==> src/rtl/dmem_pattern_checker_pkg.sv <==
// Shared definitions for the data-memory pattern checker: FSM state encodings
// and the memory word size.
package dmem_pattern_checker_pkg;

    localparam int unsigned WORD_BYTES = 4;
    localparam int unsigned DATA_W     = 32;

    typedef enum logic [1:0] {
        CHK_IDLE   = 2'd0,
        CHK_READ   = 2'd1,
        CHK_DRAIN  = 2'd2,
        CHK_FINISH = 2'd3
    } chk_state_e;

endpackage

==> src/rtl/dmem_check_cmp.sv <==
// Compare stage of the pattern checker: tracks the read returning this cycle,
// counts mismatches (saturating) and captures the first offending word.
module dmem_check_cmp
    import dmem_pattern_checker_pkg::*;
#(
    parameter int unsigned ADDR_W = 32,
    parameter int unsigned CNT_W  = 16
) (
    input  logic              clk,
    input  logic              reset_n,
    input  logic              clear,
    input  logic              flush,
    input  logic              rd_en,
    input  logic [ADDR_W-1:0] rd_addr,
    input  logic [DATA_W-1:0] rdata,
    input  logic [DATA_W-1:0] pattern,
    output logic              bad_c,
    output logic [CNT_W-1:0]  mismatch_count,
    output logic [ADDR_W-1:0] first_bad_addr,
    output logic [DATA_W-1:0] first_bad_data
);

    logic              valid;
    logic [ADDR_W-1:0] addr_q;

    assign bad_c = valid && (rdata != pattern);

    // valid/addr_q shadow the read issued last cycle, aligned with rdata
    always_ff @(posedge clk or negedge reset_n) begin
        if (!reset_n) begin
            valid          <= 1'b0;
            addr_q         <= '0;
            mismatch_count <= '0;
            first_bad_addr <= '0;
            first_bad_data <= '0;
        end else begin
            valid  <= rd_en && !flush;
            addr_q <= rd_addr;
            if (clear) begin
                mismatch_count <= '0;
                first_bad_addr <= '0;
                first_bad_data <= '0;
            end else if (bad_c) begin
                if (mismatch_count != {CNT_W{1'b1}})
                    mismatch_count <= mismatch_count + CNT_W'(1);
                if (mismatch_count == '0) begin
                    first_bad_addr <= addr_q;
                    first_bad_data <= rdata;
                end
            end
        end
    end

endmodule

==> config.mk <==
export PLATFORM = sky130hd
export DESIGN_NAME = dmem_check_cmp
export DESIGN_NICKNAME = d
export VERILOG_FILES = /design/src/rtl/dmem_pattern_checker_pkg.sv /design/src/rtl/dmem_check_cmp.sv
export SDC_FILE = /design/constraint.sdc
export NUM_CORES = 1
export LEC_CHECK = 0
export ABC_AREA = 1
export BUFFER_PORTS_ARGS = -buffer_cell sky130_fd_sc_hd__buf_2
export CORE_MARGIN = 3
export CORE_UTILIZATION = 46
export DETAILED_ROUTE_END_ITERATION = 7
export PLACE_DENSITY = 0.88
export RECOVER_POWER = 100
export SLEW_MARGIN = 20
export SYNTH_ARGS = -nofsm -noshare
export SYNTH_HDL_FRONTEND = slang
export SYNTH_SLANG_ARGS = --single-unit
==> constraint.sdc <==
create_clock -name clk -period 1.8 [get_ports clk]
set_input_delay 0 -clock clk [delete_from_list [all_inputs] [get_ports clk]]
set_output_delay 0 -clock clk [all_outputs]
set_load 0.1 [all_outputs]
==> flow_summary.ini, run 1 <==
[outcome]
status = complete, no violations

[yosys]
synth_flop_cell = dfrtp_1
synth_edf_count = 0
yosysWarningCount = 0
syn_nets = 798
ys_types = 29
synthCells = 695
syn_avg_cell_area_sq_um = 7.78
netlist_area_sq_um = 5410
ys_seq_area_share_pct = 52.3
async_flop_share_pct = 100
ys_ff_latch = 113

[grt]
grt_usage_pct = 25.8
grt_pass1_vias = 5541
grt-ovfl-total = 0
antenna_found_initial = 0
grt_pass1_wl_mm = 26.2
grt_max_degree = 49

[setup_path]
worstPathMaxFanout = 35
startpoint = mismatch_count[8]
timing.rr.start = mismatch_count[8]
reg2reg_slack_ps = 40
setup.worst_path.end_class = flip-flop
r2r_cells = 7
cp.required_ps = 2090
critical_path_arrival_ps = 2050
crit_end = first_bad_addr[12]
crit_type = flip-flop to flip-flop
rr_endpoint = first_bad_addr[12]
cp-start-kind = flip-flop

[clocking]
cts_max_level = 4
root_buffer = clkbuf_16
cts.clk_slew.worst_paths_ps = 60
cts.sinks = 113
clock_latency_ps = 410
cts_made_buffers = 17
clockBufferDepth = 2
cts_tree = done

[drt]
drtIter0Drc = 539
route.detailed.drc = 0
wl_mm = 17.6
wire_per_inst_microns = 15.6
dr_total_vias = 5719
viasPerCell = 5.09
ant_nets = 0
firstDrtPassIters = 5

[timing]
tns_ps = 0
final.period_utilization_pct = 97.7
finalHoldViolCount = 0
max_freq_ghz = 0.568
finalClockSkew_ps = 8.33
worstMarginPinSlew_ps = 750
setup_viol = 0
relSlewSlack_pct = 50.0
drv_slew = 0
period_minus_slack_ps = 1760
rsz0062_at_grt = true

[die]
rows = 38
io_pins = 182
coreArea_sq_um = 11200
initial_utilization_pct = 48.4
fp.dieW_microns = 114
die_area_sq_um = 13100
die_h_microns = 114

[job]
cap_violations = 0

[placed_design]
place_area_sq_um = 6630
place.gp.congestion = 0.813
io_buffers = 181
dp_hpwl_mm = 10.1

[worst_hold_path]
holdCritPathClass = input port to flip-flop

[finish]
fin_area_sq_um = 8270
area_growth_pct = 52.9
final_net_count = 1071
drive_gt1_share_pct = 30.7

[power]
p_per_area_nw_per_um2 = 1060
ir_drop_mv = 0.893
p_leak_nw = 4.60
==> critical path, cell delays in order, from the launching register on <==
cell	delay, ps
dfrtp_2	440
inv_1	100
nand3_1	160
nor4_4	340
nand3_4	170
buf_8	220
nand3_1	130
nand2_1	80
==> cell type report <==
type                       instances  area [sq um]
antenna                            2          5.00
clock buffer                      20           467
clock inverter                    12           155
fill                             761          2910
inverter                          90           343
multi-input combinational        460          2240
sequential                       113          2860
tap                              140           175
timing repair buffer             286          2020
==> cells by family after synthesis <==
| kind of cell | Yosys count | share of synthesized area, % |
|---|---|---|
| AO/OA/AOI/OAI | 16 | 1.64 |
| XOR/XNOR | 25 | 4.05 |
| adder cells (fa/ha/maj) | 2 | 0.463 |
| buffers and inverters | 122 | 9.21 |
| flip-flops | 113 | 52.3 |
| AND/OR/NAND/NOR | 417 | 32.4 |
==> cells in the mapped netlist, types with 5 or more instances <==
master    number  area share (%)
nand3_1       87             8.1
a21oi_1        6            0.56
nand2_1      223              15
o21ai_0        5            0.46
dfrtp_1      113              52
buf_2         13             1.2
xnor2_1       23             3.7
inv_1         86             6.0
nor2_1        94             6.5
clkbuf_1      15             1.0
==> where the power goes <==
group	total (mW)	internal, mW	leakage (nW)	switching, mW
sequential	2.86	2.74	1.41	0.117
combinational	2.40	0.578	2.90	1.82
clock	3.51	2.29	0.291	1.22
==> routing by layer <==
| layer | global-route usage [%] | up-vias | part of all wire (%) |
|---|---|---|---|
| li1 | - | 2664 | - |
| met1 | 28.9 | 2695 | 37 |
| met2 | 44.9 | 295 | 52 |
| met3 | 5.97 | 65 | 7.2 |
| met4 | 14.5 | 0 | 4.3 |
| met5 | 0 | - | 0 |
==> cell usage in the layout, fill, tap and decap left out, types with 3 or more instances in the layout <==
cell and count:
nand3_4 3, nand2_4 3, nand3_1 75, buf_2 101, nand3_2 11, clkbuf_1 3
inv_1 85, buf_4 21, nor2_1 89, nor2_4 3, dfrtp_2 12, dfrtp_4 4
xnor2_1 23, bufinv_16 3, clkinvlp_4 5, nor2_2 4, buf_6 6, clkbuf_2 76
clkbuf_16 22, a21oi_1 6, inv_2 4, clkbuf_8 3, dfrtp_1 97, dlygate4sd3_1 67
buf_12 3, o21ai_0 5, nand2_1 220
==> stage by stage <==
stage                     hold WS (ps)  util (%)  worst slack, ps  power [mW]  std cells
final                             44.2      74.0             40.7        8.77       1123
after CTS                         11.1      70.9             9.86        8.65       1108
after detailed placement         -32.0      59.3             30.4        5.04       1009
after global routing              55.5      74.0            -40.2        9.06       1121
after floorplan                   -296         -             -136        4.50        695
after global placement           -35.2      59.3             82.8        5.01       1009
==> how the worst min path moves through the flow <==
| stage | from | end | slack, ps | cells past startpoint |
|---|---|---|---|---|
| CTS | clear | mismatch_count[7] | 10 | 4 |
| detailed placement | reset_n | mismatch_count[8] | -30 | 1 |
| floorplan | reset_n | addr_q[0] | -300 | 0 |
| global route | clear | mismatch_count[3] | 60 | 4 |
| global placement | reset_n | mismatch_count[8] | -40 | 1 |
| finish | clear | mismatch_count[3] | 40 | 4 |
==> sequential cells by signal, summed over array words and instances, names as in the netlist <==
register,flops
addr_q,32
first_bad_addr,32
first_bad_data,32
mismatch_count,16
valid,1
==> what timing repair did <==
action / 4_1_cts / 5_1_grt
gates resized for setup: 0 / 43
buffers inserted: 0 / 7
endpoints found under the hold margin: 178 / 0
hold buffers: 67 / 0
endpoints found under the setup margin: 0 / 81
(Power assumes the default switching activity.)
==> run 2: changes to the inputs <==
--- a/config.mk
+++ b/config.mk
@@ -5,12 +5,10 @@
 export SDC_FILE = /design/constraint.sdc
 export NUM_CORES = 1
 export LEC_CHECK = 0
-export ABC_AREA = 1
 export BUFFER_PORTS_ARGS = -buffer_cell sky130_fd_sc_hd__buf_2
-export CORE_MARGIN = 3
-export CORE_UTILIZATION = 46
+export CORE_UTILIZATION = 44
 export DETAILED_ROUTE_END_ITERATION = 7
-export PLACE_DENSITY = 0.88
+export PLACE_DENSITY = 0.87
 export RECOVER_POWER = 100
 export SLEW_MARGIN = 20
 export SYNTH_ARGS = -nofsm -noshare
==> run 2 against run 1 <==
The flow now finishes with violations (capacitance limit, setup timing). Fmax decreased by 9.9%. Synthesized area shrank 10%. Via count fell by 23%. Clock skew rose by 0.75 ps. Worst setup slack got worse by 190 ps. Register-to-register slack worse by 190 ps. Sequential share of layout area is 1.6 points higher. Synthesized cell count is 43% lower. Power shrank 18%. Critical path type unchanged.
==> flow_summary.ini, run 2 <==
[finish]
num-fill-cells = 637
drive_gt1_share_pct = 47.8
multi_input_area_sq_um = 2110
area_growth_pct = 63.8
reg_top3 = addr_q x32, first_bad_addr x32, first_bad_data x32
seqCellArea_sq_um = 2870
n_antenna_cell = 0
mostFrequentLayoutCells = dfrtp_1 (97), buf_2 (97), clkbuf_2 (81)
final_net_count = 814

[timing]
drv_slew = 0
worstMarginPinSlew_ps = 1490
finalClockSkew_ps = 9.08
setup_viol = 63
relSlewSlack_pct = 0.428
rsz0062_at_grt = true
period_minus_slack_ps = 1950
max_freq_ghz = 0.512
hold_slack_ps = 134
layout_setup_ws_ps = -152
finalHoldViolCount = 0
final.period_utilization_pct = 108

[drt]
route.detailed.drc = 0
wire_per_inst_microns = 17.5
viasPerCell = 5.12
drtIter0Drc = 229
firstDrtPassIters = 4
dr_total_vias = 4400
ant_nets = 0
wl_mm = 15.0

[placed_design]
place.gp.congestion = 0.832
io_buffers = 181
dp_hpwl_mm = 8.38
dp_slack_ps = -276

[yosys]
ys_seq_area_share_pct = 58.3
synth_edf_count = 0
synth_area_leaders = dfrtp_1 (58%), mux2i_1 (13%), xor2_1 (5.8%)
synth_area_leader_cell = dfrtp_1
netlist_area_sq_um = 4850
yosysTopAreaCellShare_pct = 58.3
async_flop_share_pct = 100
syn_avg_cell_area_sq_um = 12.2
synthTopCellsByCount = dfrtp_1 (113), nor2_1 (74), mux2i_1 (64)
ys_types = 30
syn_nets = 501
ys_ff_latch = 113
yosysWarningCount = 0
yosysMostFrequentCell = dfrtp_1
synth_flop_cell = dfrtp_1
synthCells = 398

[worst_hold_path]
hold_start = rd_addr[20]
min_to = addr_q[20]
min_path_cells = 2
holdCritPathClass = input port to flip-flop

[power]
ir_drop_mv = 0.893
p_per_area_nw_per_um2 = 905
power_mw = 7.19
p_leak_nw = 4.13

[clocking]
cts.clk_slew.worst_paths_ps = 60
cts_tree = done
cts.sinks = 113
clockBufferDepth = 2
root_buffer = clkbuf_8
cts_max_level = 4
cts_made_buffers = 17
clock_latency_ps = 500

[setup_path]
setup.worst_path.end_class = flip-flop
cp.required_ps = 2210
timing.rr.start = mismatch_count[1]
cp-start-kind = flip-flop
crit_type = flip-flop to flip-flop
worstPathMaxFanout = 3
critical_path_arrival_ps = 2370
r2r_cells = 7
reg2reg_slack_ps = -150
rr_endpoint = mismatch_count[14]

[outcome]
status = finished, violations left
violations = capacitance limit, setup timing

[grt]
grt-ovfl-total = 0
grt_usage_pct = 25.3
grt_pass1_wl_mm = 22.0
grt_max_degree = 64
antenna_found_initial = 0
grt_pass1_vias = 4652

[job]
cap_violations = 1

[die]
rows = 37
io_pins = 182
die_h_microns = 107
die_area_sq_um = 11400
coreArea_sq_um = 10500
fp.dieW_microns = 107
initial_utilization_pct = 46.1
run 2: cell count changes after synthesis, moves of 7 or more:
cell     before  now
buf_2        13    1
xor2_1        2   32
nand2_1     223    6
xnor2_1      23    0
nand3_1      87    8
nor2_1       94   74
inv_1        86    5
mux2i_1       0   64
buf_12        0    7
nor4_1        1    8
run 2: cells by family (layout without fill, tap and decap cells):
group	Yosys count	count (layout)	synth area share (%)
simple gates	133	133	13.3
fa+ha+maj	2	2	0.516
buf+inv	25	351	4.62
flops	113	113	58.3
mux	69	69	14.4
xor+xnor	32	32	5.78
compound gates	24	24	3.02
run 2: area by class of cell:
cell class / count / area share (%)
sequential: 113 / 36.1
timing repair buffer: 314 / 28.0
multi-input combinational: 260 / 26.5
clock buffer: 20 / 5.61
tap: 136 / 2.14
clock inverter: 12 / 1.37
inverter: 5 / 0.236
run 2: how the worst max path moves through the flow:
stage	start	to	slack, ps	cells after the start
2_1_floorplan	mismatch_count[1]	mismatch_count[12]	-280	8
3_3_place_gp	rdata[15]	first_bad_data[16]	-240	9
3_5_place_dp	rdata[15]	first_bad_data[4]	-280	9
4_1_cts	mismatch_count[1]	mismatch_count[0]	-30	7
5_1_grt	mismatch_count[1]	mismatch_count[14]	-230	7
6_report	mismatch_count[1]	mismatch_count[14]	-150	7
run 2: repair_timing:
action | CTS | global route
endpoints found under the setup margin | 76 | 81
setup buffers | 5 | 5
gates resized for setup | 19 | 45
hold endpoints to repair | 186 | 0
hold buffers | 69 | 0
cloned | 1 | 4
pin swaps | 2 | 20
run 2: critical path, stage by stage (launching register included):
cell and delay, ps:
dfrtp_4 430, ha_4 150, nand4_1 200, nor2_4 220, buf_6 140, nand4_1 110
or4_1 490, a21oi_1 130
run 2: report_power, final:
group          internal (mW)  switching (mW)  leakage, nW  total, mW
clock network           1.90            1.18        0.260       3.08
logic                  0.442           0.944         2.42       1.39
registers               2.65          0.0617         1.45       2.72
total                   5.00            2.19         4.13       7.19
run 2: metrics by stage:
step	util [%]	TNS [ps]	cells	instance area (sq um)
2_1_floorplan	-	-6170	398	4960
3_3_place_gp	59.6	-15690	744	6260
3_5_place_dp	59.6	-16710	744	6260
4_1_cts	73.0	-128	851	7670
5_1_grt	75.6	-9850	860	7940
6_report	75.6	-2390	860	7940
run 2: routing by layer:
layer	up-vias	wire length [microns]	global-route usage, %	part of all wire [%]
met4	0	485	11.5	3.2
met3	41	791	6.63	5.3
met5	-	0	0	0
li1	2002	-	-	-
met2	182	8040	45.4	54
met1	2175	5690	27.9	38
